`src/rtl/arcade_pkg.sv`:
```
// Shared types for the arcade game switcher: FSM state encoding and button bus width.
package arcade_pkg;

  localparam int BTN_W = 5;

  typedef enum logic [1:0] {
    RUN    = 2'd0,
    BLANK  = 2'd1,
    LAUNCH = 2'd2
  } sw_state_e;

endpackage

```
`src/rtl/game_slice_mux.sv`:
```
// Picks slice [idx] of width W out of a packed bus holding N equal slices.
module game_slice_mux #(
  parameter int N     = 4,
  parameter int W     = 8,
  parameter int SEL_W = 2
) (
  input  logic [N*W-1:0]   bus,
  input  logic [SEL_W-1:0] idx,
  output logic [W-1:0]     data
);

  always_comb begin
    data = '0;
    for (int i = 0; i < N; i++) begin
      if (idx == SEL_W'(i)) data = bus[i*W +: W];
    end
  end

endmodule

```
`src/rtl/game_switcher.sv`:
```
// Switches between NUM_GAMES game cores with a blanking gap and a launch reset pulse.
// Optional per-game high-score tracking is enabled with GAME_SWITCHER_HISCORE_EN.
module game_switcher
  import arcade_pkg::*;
#(
  parameter int NUM_GAMES    = 4,
  parameter int SEL_W        = 2,
  parameter int LED_W        = 16,
  parameter int GRID_W       = 64,
  parameter int SCORE_W      = 8,
  parameter int BLANK_CYCLES = 4
) (
  input  logic                         clk,
  input  logic                         rst,
  input  logic [SEL_W-1:0]             game_select,
  input  logic [BTN_W-1:0]             btn_pulse,
  input  logic [NUM_GAMES*LED_W-1:0]   game_led,
  input  logic [NUM_GAMES*GRID_W-1:0]  game_grid,
  input  logic [NUM_GAMES-1:0]         game_check_ok,
  input  logic [NUM_GAMES*SCORE_W-1:0] game_score,
  output logic [NUM_GAMES*BTN_W-1:0]   btn_to_game,
  output logic [NUM_GAMES-1:0]         game_rst,
  output logic [LED_W-1:0]             led_out,
  output logic [GRID_W-1:0]            grid_out,
  output logic                         check_ok_out,
  output logic [SCORE_W-1:0]           score_out,
  output logic [SEL_W-1:0]             active_game,
  output logic                         switching
`ifdef GAME_SWITCHER_HISCORE_EN
  ,
  output logic [SCORE_W-1:0]           hiscore_out
`endif
);

  localparam int LOW_W = LED_W - SEL_W;
  localparam int CNT_W = (BLANK_CYCLES > 1) ? $clog2(BLANK_CYCLES) : 1;
  localparam logic [CNT_W-1:0] CNT_LOAD = CNT_W'(BLANK_CYCLES - 1);

  sw_state_e          state_reg;
  logic [SEL_W-1:0]   target_reg;
  logic [SEL_W-1:0]   active_reg;
  logic [CNT_W-1:0]   blank_cnt_reg;
  logic [LOW_W-1:0]   led_reg;
  logic [GRID_W-1:0]  grid_reg;
  logic               check_reg;
  logic [SCORE_W-1:0] score_reg;

  logic [NUM_GAMES*LOW_W-1:0] led_low_bus;
  logic [LOW_W-1:0]           led_sel;
  logic [GRID_W-1:0]          grid_sel;
  logic [SCORE_W-1:0]         score_sel;
  logic                       check_sel;
  logic                       sel_valid;
  logic                       run_now;

  assign sel_valid = int'(game_select) < NUM_GAMES;
  assign run_now   = !rst && (state_reg == RUN);

  always_ff @(posedge clk) begin
    if (rst) begin
      state_reg     <= LAUNCH;
      target_reg    <= '0;
      active_reg    <= '0;
      blank_cnt_reg <= '0;
    end else begin
      case (state_reg)
        RUN: begin
          if (sel_valid && game_select != active_reg) begin
            state_reg     <= BLANK;
            target_reg    <= game_select;
            blank_cnt_reg <= CNT_LOAD;
          end
        end
        BLANK: begin
          // Any valid change of mind restarts the full blanking period.
          if (sel_valid && game_select != target_reg) begin
            target_reg    <= game_select;
            blank_cnt_reg <= CNT_LOAD;
          end else if (blank_cnt_reg == '0) begin
            state_reg <= LAUNCH;
          end else begin
            blank_cnt_reg <= blank_cnt_reg - CNT_W'(1);
          end
        end
        LAUNCH: begin
          active_reg <= target_reg;
          state_reg  <= RUN;
        end
        default: state_reg <= RUN;
      endcase
    end
  end

  // The top SEL_W bits of each game's LED bus are replaced by the active index.
  for (genvar gi = 0; gi < NUM_GAMES; gi++) begin : g_route
    assign led_low_bus[gi*LOW_W +: LOW_W] = game_led[gi*LED_W +: LOW_W];
    assign btn_to_game[gi*BTN_W +: BTN_W] =
        (run_now && active_reg == SEL_W'(gi)) ? btn_pulse : '0;
    assign game_rst[gi] = rst || (state_reg == LAUNCH && target_reg == SEL_W'(gi));
  end

  game_slice_mux #(.N(NUM_GAMES), .W(LOW_W), .SEL_W(SEL_W)) u_led_mux (
    .bus(led_low_bus), .idx(active_reg), .data(led_sel)
  );
  game_slice_mux #(.N(NUM_GAMES), .W(GRID_W), .SEL_W(SEL_W)) u_grid_mux (
    .bus(game_grid), .idx(active_reg), .data(grid_sel)
  );
  game_slice_mux #(.N(NUM_GAMES), .W(SCORE_W), .SEL_W(SEL_W)) u_score_mux (
    .bus(game_score), .idx(active_reg), .data(score_sel)
  );
  game_slice_mux #(.N(NUM_GAMES), .W(1), .SEL_W(SEL_W)) u_check_mux (
    .bus(game_check_ok), .idx(active_reg), .data(check_sel)
  );

  always_ff @(posedge clk) begin
    if (rst || state_reg != RUN) begin
      led_reg   <= '0;
      grid_reg  <= '0;
      check_reg <= 1'b0;
      score_reg <= '0;
    end else begin
      led_reg   <= led_sel;
      grid_reg  <= grid_sel;
      check_reg <= check_sel;
      score_reg <= score_sel;
    end
  end

  assign active_game  = rst ? '0 : active_reg;
  assign switching    = !rst && (state_reg != RUN);
  assign led_out      = {active_game, led_reg};
  assign grid_out     = grid_reg;
  assign check_ok_out = check_reg;
  assign score_out    = score_reg;

`ifdef GAME_SWITCHER_HISCORE_EN
  logic [SCORE_W-1:0] hiscore_reg [NUM_GAMES];
  logic [SCORE_W-1:0] hiscore_out_reg;

  // Only rst clears the table; a game's own launch reset keeps its record.
  always_ff @(posedge clk) begin
    if (rst) begin
      for (int i = 0; i < NUM_GAMES; i++) hiscore_reg[i] <= '0;
      hiscore_out_reg <= '0;
    end else begin
      for (int i = 0; i < NUM_GAMES; i++) begin
        if (state_reg == RUN && active_reg == SEL_W'(i) && score_sel > hiscore_reg[i])
          hiscore_reg[i] <= score_sel;
      end
      hiscore_out_reg <= hiscore_reg[active_reg];
    end
  end

  assign hiscore_out = hiscore_out_reg;
`endif

endmodule

```
`config.mk`:
```
export PLATFORM = sky130hd
export DESIGN_NAME = game_switcher
export DESIGN_NICKNAME = d
export VERILOG_FILES = /design/src/rtl/arcade_pkg.sv /design/src/rtl/game_slice_mux.sv /design/src/rtl/game_switcher.sv
export SDC_FILE = /design/constraint.sdc
export NUM_CORES = 1
export LEC_CHECK = 0
export CAP_MARGIN = 20
export CORE_AREA = 5 5 184 186
export CTS_CLUSTER_SIZE = 30
export DETAILED_ROUTE_END_ITERATION = 16
export DIE_AREA = 0 0 189 191
export GPL_TIMING_DRIVEN = 0
export HOLD_SLACK_MARGIN = 0.08
export PLACE_DENSITY_LB_ADDON = 0.1
export SYNTH_ARGS = -nofsm -noshare
export SYNTH_HDL_FRONTEND = slang
export SYNTH_SLANG_ARGS = --single-unit
```
`constraint.sdc`:
```
create_clock -name clk -period 3.6 [get_ports clk]
set_input_delay 0.36 -clock clk [delete_from_list [all_inputs] [get_ports clk]]
set_output_delay 0.36 -clock clk [all_outputs]
set_load 0.1 [all_outputs]
```
After elaboration in Yosys (flattened, before gate mapping) --
Cells that the tools add are included.
Word-level totals: bits in registers 95, input bits 365, logic and storage cells 81
Cells by class: add/subtract/negate cells 1, eq/ne operators 15, multiplexer cells 32, reductions and logical operators 25
Operators with widths (number):
- $mux 64 | 4
- $mux 14 | 4
- $mux 8 | 4
- $mux 5 | 4
- $mux 2 | 9
- $pmux 2 s2 | 3
- $eq 2x2->1 const B | 5
- $logic_and 1x1->1 | 10
- $reduce_and 3->1 | 3
- $logic_not 2->1 | 4
- $eq 2x1->1 const B | 3
- $ne 2x2->1 const B | 3
- $logic_or 1x1->1 | 5
- $mux 1 | 4
- $ne 2x2->1 | 2
- $reduce_bool 2->1 | 2
- $ne 3x3->1 const B | 1
- $ne 2x1->1 const B | 1
- $sub 2x1->2 const B | 1
- $logic_not 1->1 | 1

Logic depth before layout (Yosys ltp) --
depth after elaboration 5, gate-level depth with buffers 5, depth with buffers taken out 5

Hierarchy --
From an unflattened synthesis, not the netlist that was laid out.
Unflattened totals: cells, all modules 381, area, all modules 5202.5 µm²
Modules (own cells, without submodules):
- game_switcher | instances 1, cells an instance 275, area an instance 2994.1 µm²
- game_slice_mux at u_grid_mux | instances 1, cells an instance 78, area an instance 1622.8 µm²
- game_slice_mux at u_led_mux | instances 1, cells an instance 17, area an instance 366.6 µm²
- game_slice_mux at u_score_mux | instances 1, cells an instance 10, area an instance 196.4 µm²
- game_slice_mux at u_check_mux | instances 1, cells an instance 1, area an instance 22.5 µm²

Worst setup path after synthesis --
No wires, ideal clock.
path type reg-to-output, start point register state_reg[0], end point output port game_rst[0], arrival 2.927 ns, path slack 0.313 ns, cell stages (with the launch flop) 4, path through dfxtp_1 -> clkbuf_1 -> nand2b_1 -> o31ai_1
On the way: word-level cells in the longest chain between the ends 3
Ends and longest elaborated chain:
- start: declaration | RTL line game_switcher.sv:39 | sw_state_e state_reg;
- start signal: assignment | RTL line game_switcher.sv:61 | state_reg <= LAUNCH;
- start signal: assignment | RTL line game_switcher.sv:69 | state_reg <= BLANK;
- start signal: assignment | RTL line game_switcher.sv:80 | state_reg <= LAUNCH;
- $eq 2x2->1 | RTL line game_switcher.sv:99 | assign game_rst[gi] = rst || (state_reg == LAUNCH && target_reg == SEL_W'(gi));
- $logic_and 1x1->1 | RTL line game_switcher.sv:99
- $logic_or 1x1->1 | RTL line game_switcher.sv:99
- end: declaration | RTL line game_switcher.sv:22 | output logic [NUM_GAMES-1:0] game_rst,
No other way between the ends.

Final worst setup path --
start point register active_reg[1], end point output port btn_to_game[7]
On the way: word-level cells in the longest chain between the ends 3
Ends and longest elaborated chain:
- start: declaration | RTL line game_switcher.sv:41 | logic [SEL_W-1:0] active_reg;
- start signal: assignment | RTL line game_switcher.sv:86 | active_reg <= target_reg;
- $eq 2x1->1 | RTL line game_switcher.sv:98 | (run_now && active_reg == SEL_W'(gi)) ? btn_pulse : '0;
- $logic_and 1x1->1 | RTL line game_switcher.sv:98
- $mux 5 | RTL line game_switcher.sv:98
- end: declaration | RTL line game_switcher.sv:21 | output logic [NUM_GAMES*BTN_W-1:0] btn_to_game,
No other way between the ends.

==> impl_metrics.tcl <==
set metrics [dict create \
    status "finished clean" \
    largest_reg_flops 64 \
    setup_tns_ns 0 \
    rrSetupSlack_ns 1.54 \
    cts_hold_repair.buffers 0 \
    antenna_cells 0 \
    final_util 0.331 \
    synth-compound-area-share 0.0273 \
    cts_tree "built" \
    synthCells 383 \
    yosysSeqAreaShare 0.373 \
    seqCellArea_um2 1900 \
    yosys.area_share.simple 0.164 \
    die_h_um 191 \
    max_freq_ghz 0.295 \
    initial_core_util 0.159 \
    drtIter0Drc 157 \
    die_area_um2 36100 \
    setup_viol 0 \
    async_flop_share 0 \
    crit_path_start "active_reg[1]" \
    nFillCells 3272 \
    rows 66 \
    cp.arrival_ns 3.03 \
    holdPathStages 1 \
    tightestPinTransition_ns 1.10 \
    die_w_um 189 \
    fin_crit_sh 0.943 \
    wl_um 26900 \
    cp-start-kind "register" \
    critPathMaxFanout 10 \
    synth_area_um2 5090 \
    report.final.slew_viol_count 0 \
    layout_min_cycle_time_ns 3.39 \
    leakagePower_nw 3.88 \
    clock_latency_ns 0.36 \
    critPathMaxStageDelay_ns 1.13 \
    ys.flop_type "dfxtp_1" \
    drc 0 \
    post_cts_buffers 0 \
    synthesis.nets 749 \
    power_density_nw_per_um2 324 \
    peakVddDrop_uv 207 \
    r2r_end "led_reg[7]" \
    synthAdderAreaFrac 0.00246 \
    grt-ovfl-total 0 \
    fin_nets 1232 \
    io_pins 481 \
    antenna_found_initial 0 \
    grt_pass1_vias 5712 \
    cp-end-kind "output pin" \
    grt_max_degree 15 \
    whs_endpoint "blank_cnt_reg[0]" \
    cp_cell_sequence "clkbuf_1 > buf_2 > nor3_2 > and2_1 > clkdlybuf4s50_1" \
    avgRoutedWirePerCell_um 21.0 \
    port_buffers 472 \
    numCtsBuffers 9 \
    area_growth_pct 109 \
    clock-sinks 95 \
    firstDrtPassIters 4 \
    viasPerCell 4.01 \
    drive_gt1_frac 0.151 \
    htreeDepth 3 \
    postRouteAntennaNets 0 \
    muxShareOfSynthArea 0.385 \
    root_buffer "clkbuf_16" \
    holdWs_ns 0.481 \
    gp_congestion 0.756 \
    hp-class "register to register" \
    finClkSkew_ns 0.00891 \
    synth-edff-count 0 \
    vias 5116 \
    critical-path-slowest-cell "clkdlybuf4s50_1" \
    core_area_um2 32100 \
    rsz0062_at_grt "false" \
    grt_pass1_wl_um 38200 \
    synthXorXnorAreaFrac 0.00688 \
    multiInputGateArea_um2 2980 \
    yosysWarnings 0 \
    max_slew_margin 0.262 \
    synth_top_family_by_area "multiplexers" \
    syn_avg_cell_area_um2 13.3 \
    clockBufferDepth 2 \
    grt_util_all_layers 0.144 \
    drv_cap 0 \
    synth.distinct_cells 28 \
    cts.clk_slew.worst_paths_ns 0.07 \
    rr_worst_depth 4 \
    dp_hpwl_um 22700 \
    hold_viol 0 \
    required_ns 3.24 \
    path_class "register to output pin" \
    hold_start "blank_cnt_reg[0]" \
    reg2reg_from "state_reg[0]" \
    synth-seq-cells 95 \
]
==> Yosys cell counts (2+ instances only) <==
| library cell | number | area (um2) |
|---|---|---|
| nor3_2 | 5 | 50.1 |
| nand2_1 | 5 | 18.8 |
| nor2_1 | 6 | 22.5 |
| inv_1 | 8 | 30.0 |
| and2_1 | 107 | 669 |
| buf_2 | 11 | 55.1 |
| buf_4 | 10 | 75.1 |
| nor2b_1 | 3 | 18.8 |
| nand2b_1 | 4 | 25.0 |
| xor2_1 | 4 | 35.0 |
| o21ai_0 | 4 | 20.0 |
| nor3_1 | 2 | 10.0 |
| o41ai_1 | 4 | 35.0 |
| clkbuf_1 | 12 | 45.0 |
| o31ai_1 | 3 | 22.5 |
| a21oi_1 | 3 | 15.0 |
| dfxtp_1 | 95 | 1900 |
| mux4_2 | 87 | 1960 |
==> timing repair <==
item / CTS / global route
gates resized for setup: 11 / 20
gates cloned: 0 / 0
endpoints found under the setup margin: 11 / 17
==> logic make-up (layout without fill, tap and decap cells) <==
group	count (synthesis)	in the layout
simple gates	135	135
flops	95	95
mux	87	87
buf+inv	42	528
compound gates	19	19
xor+xnor	4	4
fa+ha+maj	1	1
==> worst max path at each step <==
| stage | end |
|---|---|
| after floorplan | game_rst[0] |
| after detailed placement | btn_to_game[18] |
| after global placement | btn_to_game[18] |
| final | btn_to_game[7] |
| after global routing | btn_to_game[19] |
| after CTS | btn_to_game[18] |
==> metal layers <==
| layer | vias to the layer above | GRT usage | part of all wire |
|---|---|---|---|
| li1 | 2400 | - | - |
| met1 | 2450 | 0.162 | 0.38 |
| met2 | 253 | 0.257 | 0.51 |
| met3 | 13 | 0.0562 | 0.090 |
| met4 | 0 | 0.0325 | 0.011 |
| met5 | - | 0 | 0 |
==> worst max-delay path: cells and delay by family, from the launching register on <==
family                 cells  cell delay (ns)
buffers and inverters      3             1.85
DFF                        1             0.33
and+or+nand+nor            2             0.49
==> through the flow <==
step	instances	cell area (um2)	worst slack [ns]	power (mW)
final	1277	10600	0.207	3.44
after global routing	1277	10600	0.00370	3.62
after CTS	1277	10600	0.0503	3.53
after detailed placement	1263	10300	0.179	2.43
after global placement	1263	10300	0.184	2.43
after floorplan	383	5090	0.313	1.84
==> cells in the final DEF (no fill, tap or decap), types with 3 or more instances in the layout <==
cell type,count
a21oi_1,3
and2_1,107
buf_2,11
buf_4,10
clkbuf_1,12
clkbuf_16,9
clkbuf_2,3
clkdlybuf4s15_1,7
clkdlybuf4s50_1,454
clkinv_2,3
dfxtp_1,95
dlymetal6s2s_1,7
inv_1,8
mux4_2,87
nand2_1,5
nand2b_1,4
nor2_1,6
nor2b_1,3
nor3_2,5
o21ai_0,4
o31ai_1,3
o41ai_1,4
xor2_1,4
==> final cells by class <==
class	count	area share
flip-flops and latches	95	0.179
repair buffers	472	0.445
plain buffers	34	0.0168
multi-input cells	246	0.281
inverters	8	0.00282
well taps	408	0.0480
clock inverters	5	0.00706
clock buffers	9	0.0212
==> power breakdown <==
part / switching, mW / leakage (nW) / internal, mW / total (mW)
clock network: 0.447 / 0.151 / 0.599 / 1.05
registers: 0.0200 / 0.778 / 1.11 / 1.13
logic: 0.660 / 2.95 / 0.607 / 1.27
total: 1.13 / 3.88 / 2.31 / 3.44
Note: power is estimated with default switching activity, not from simulation.
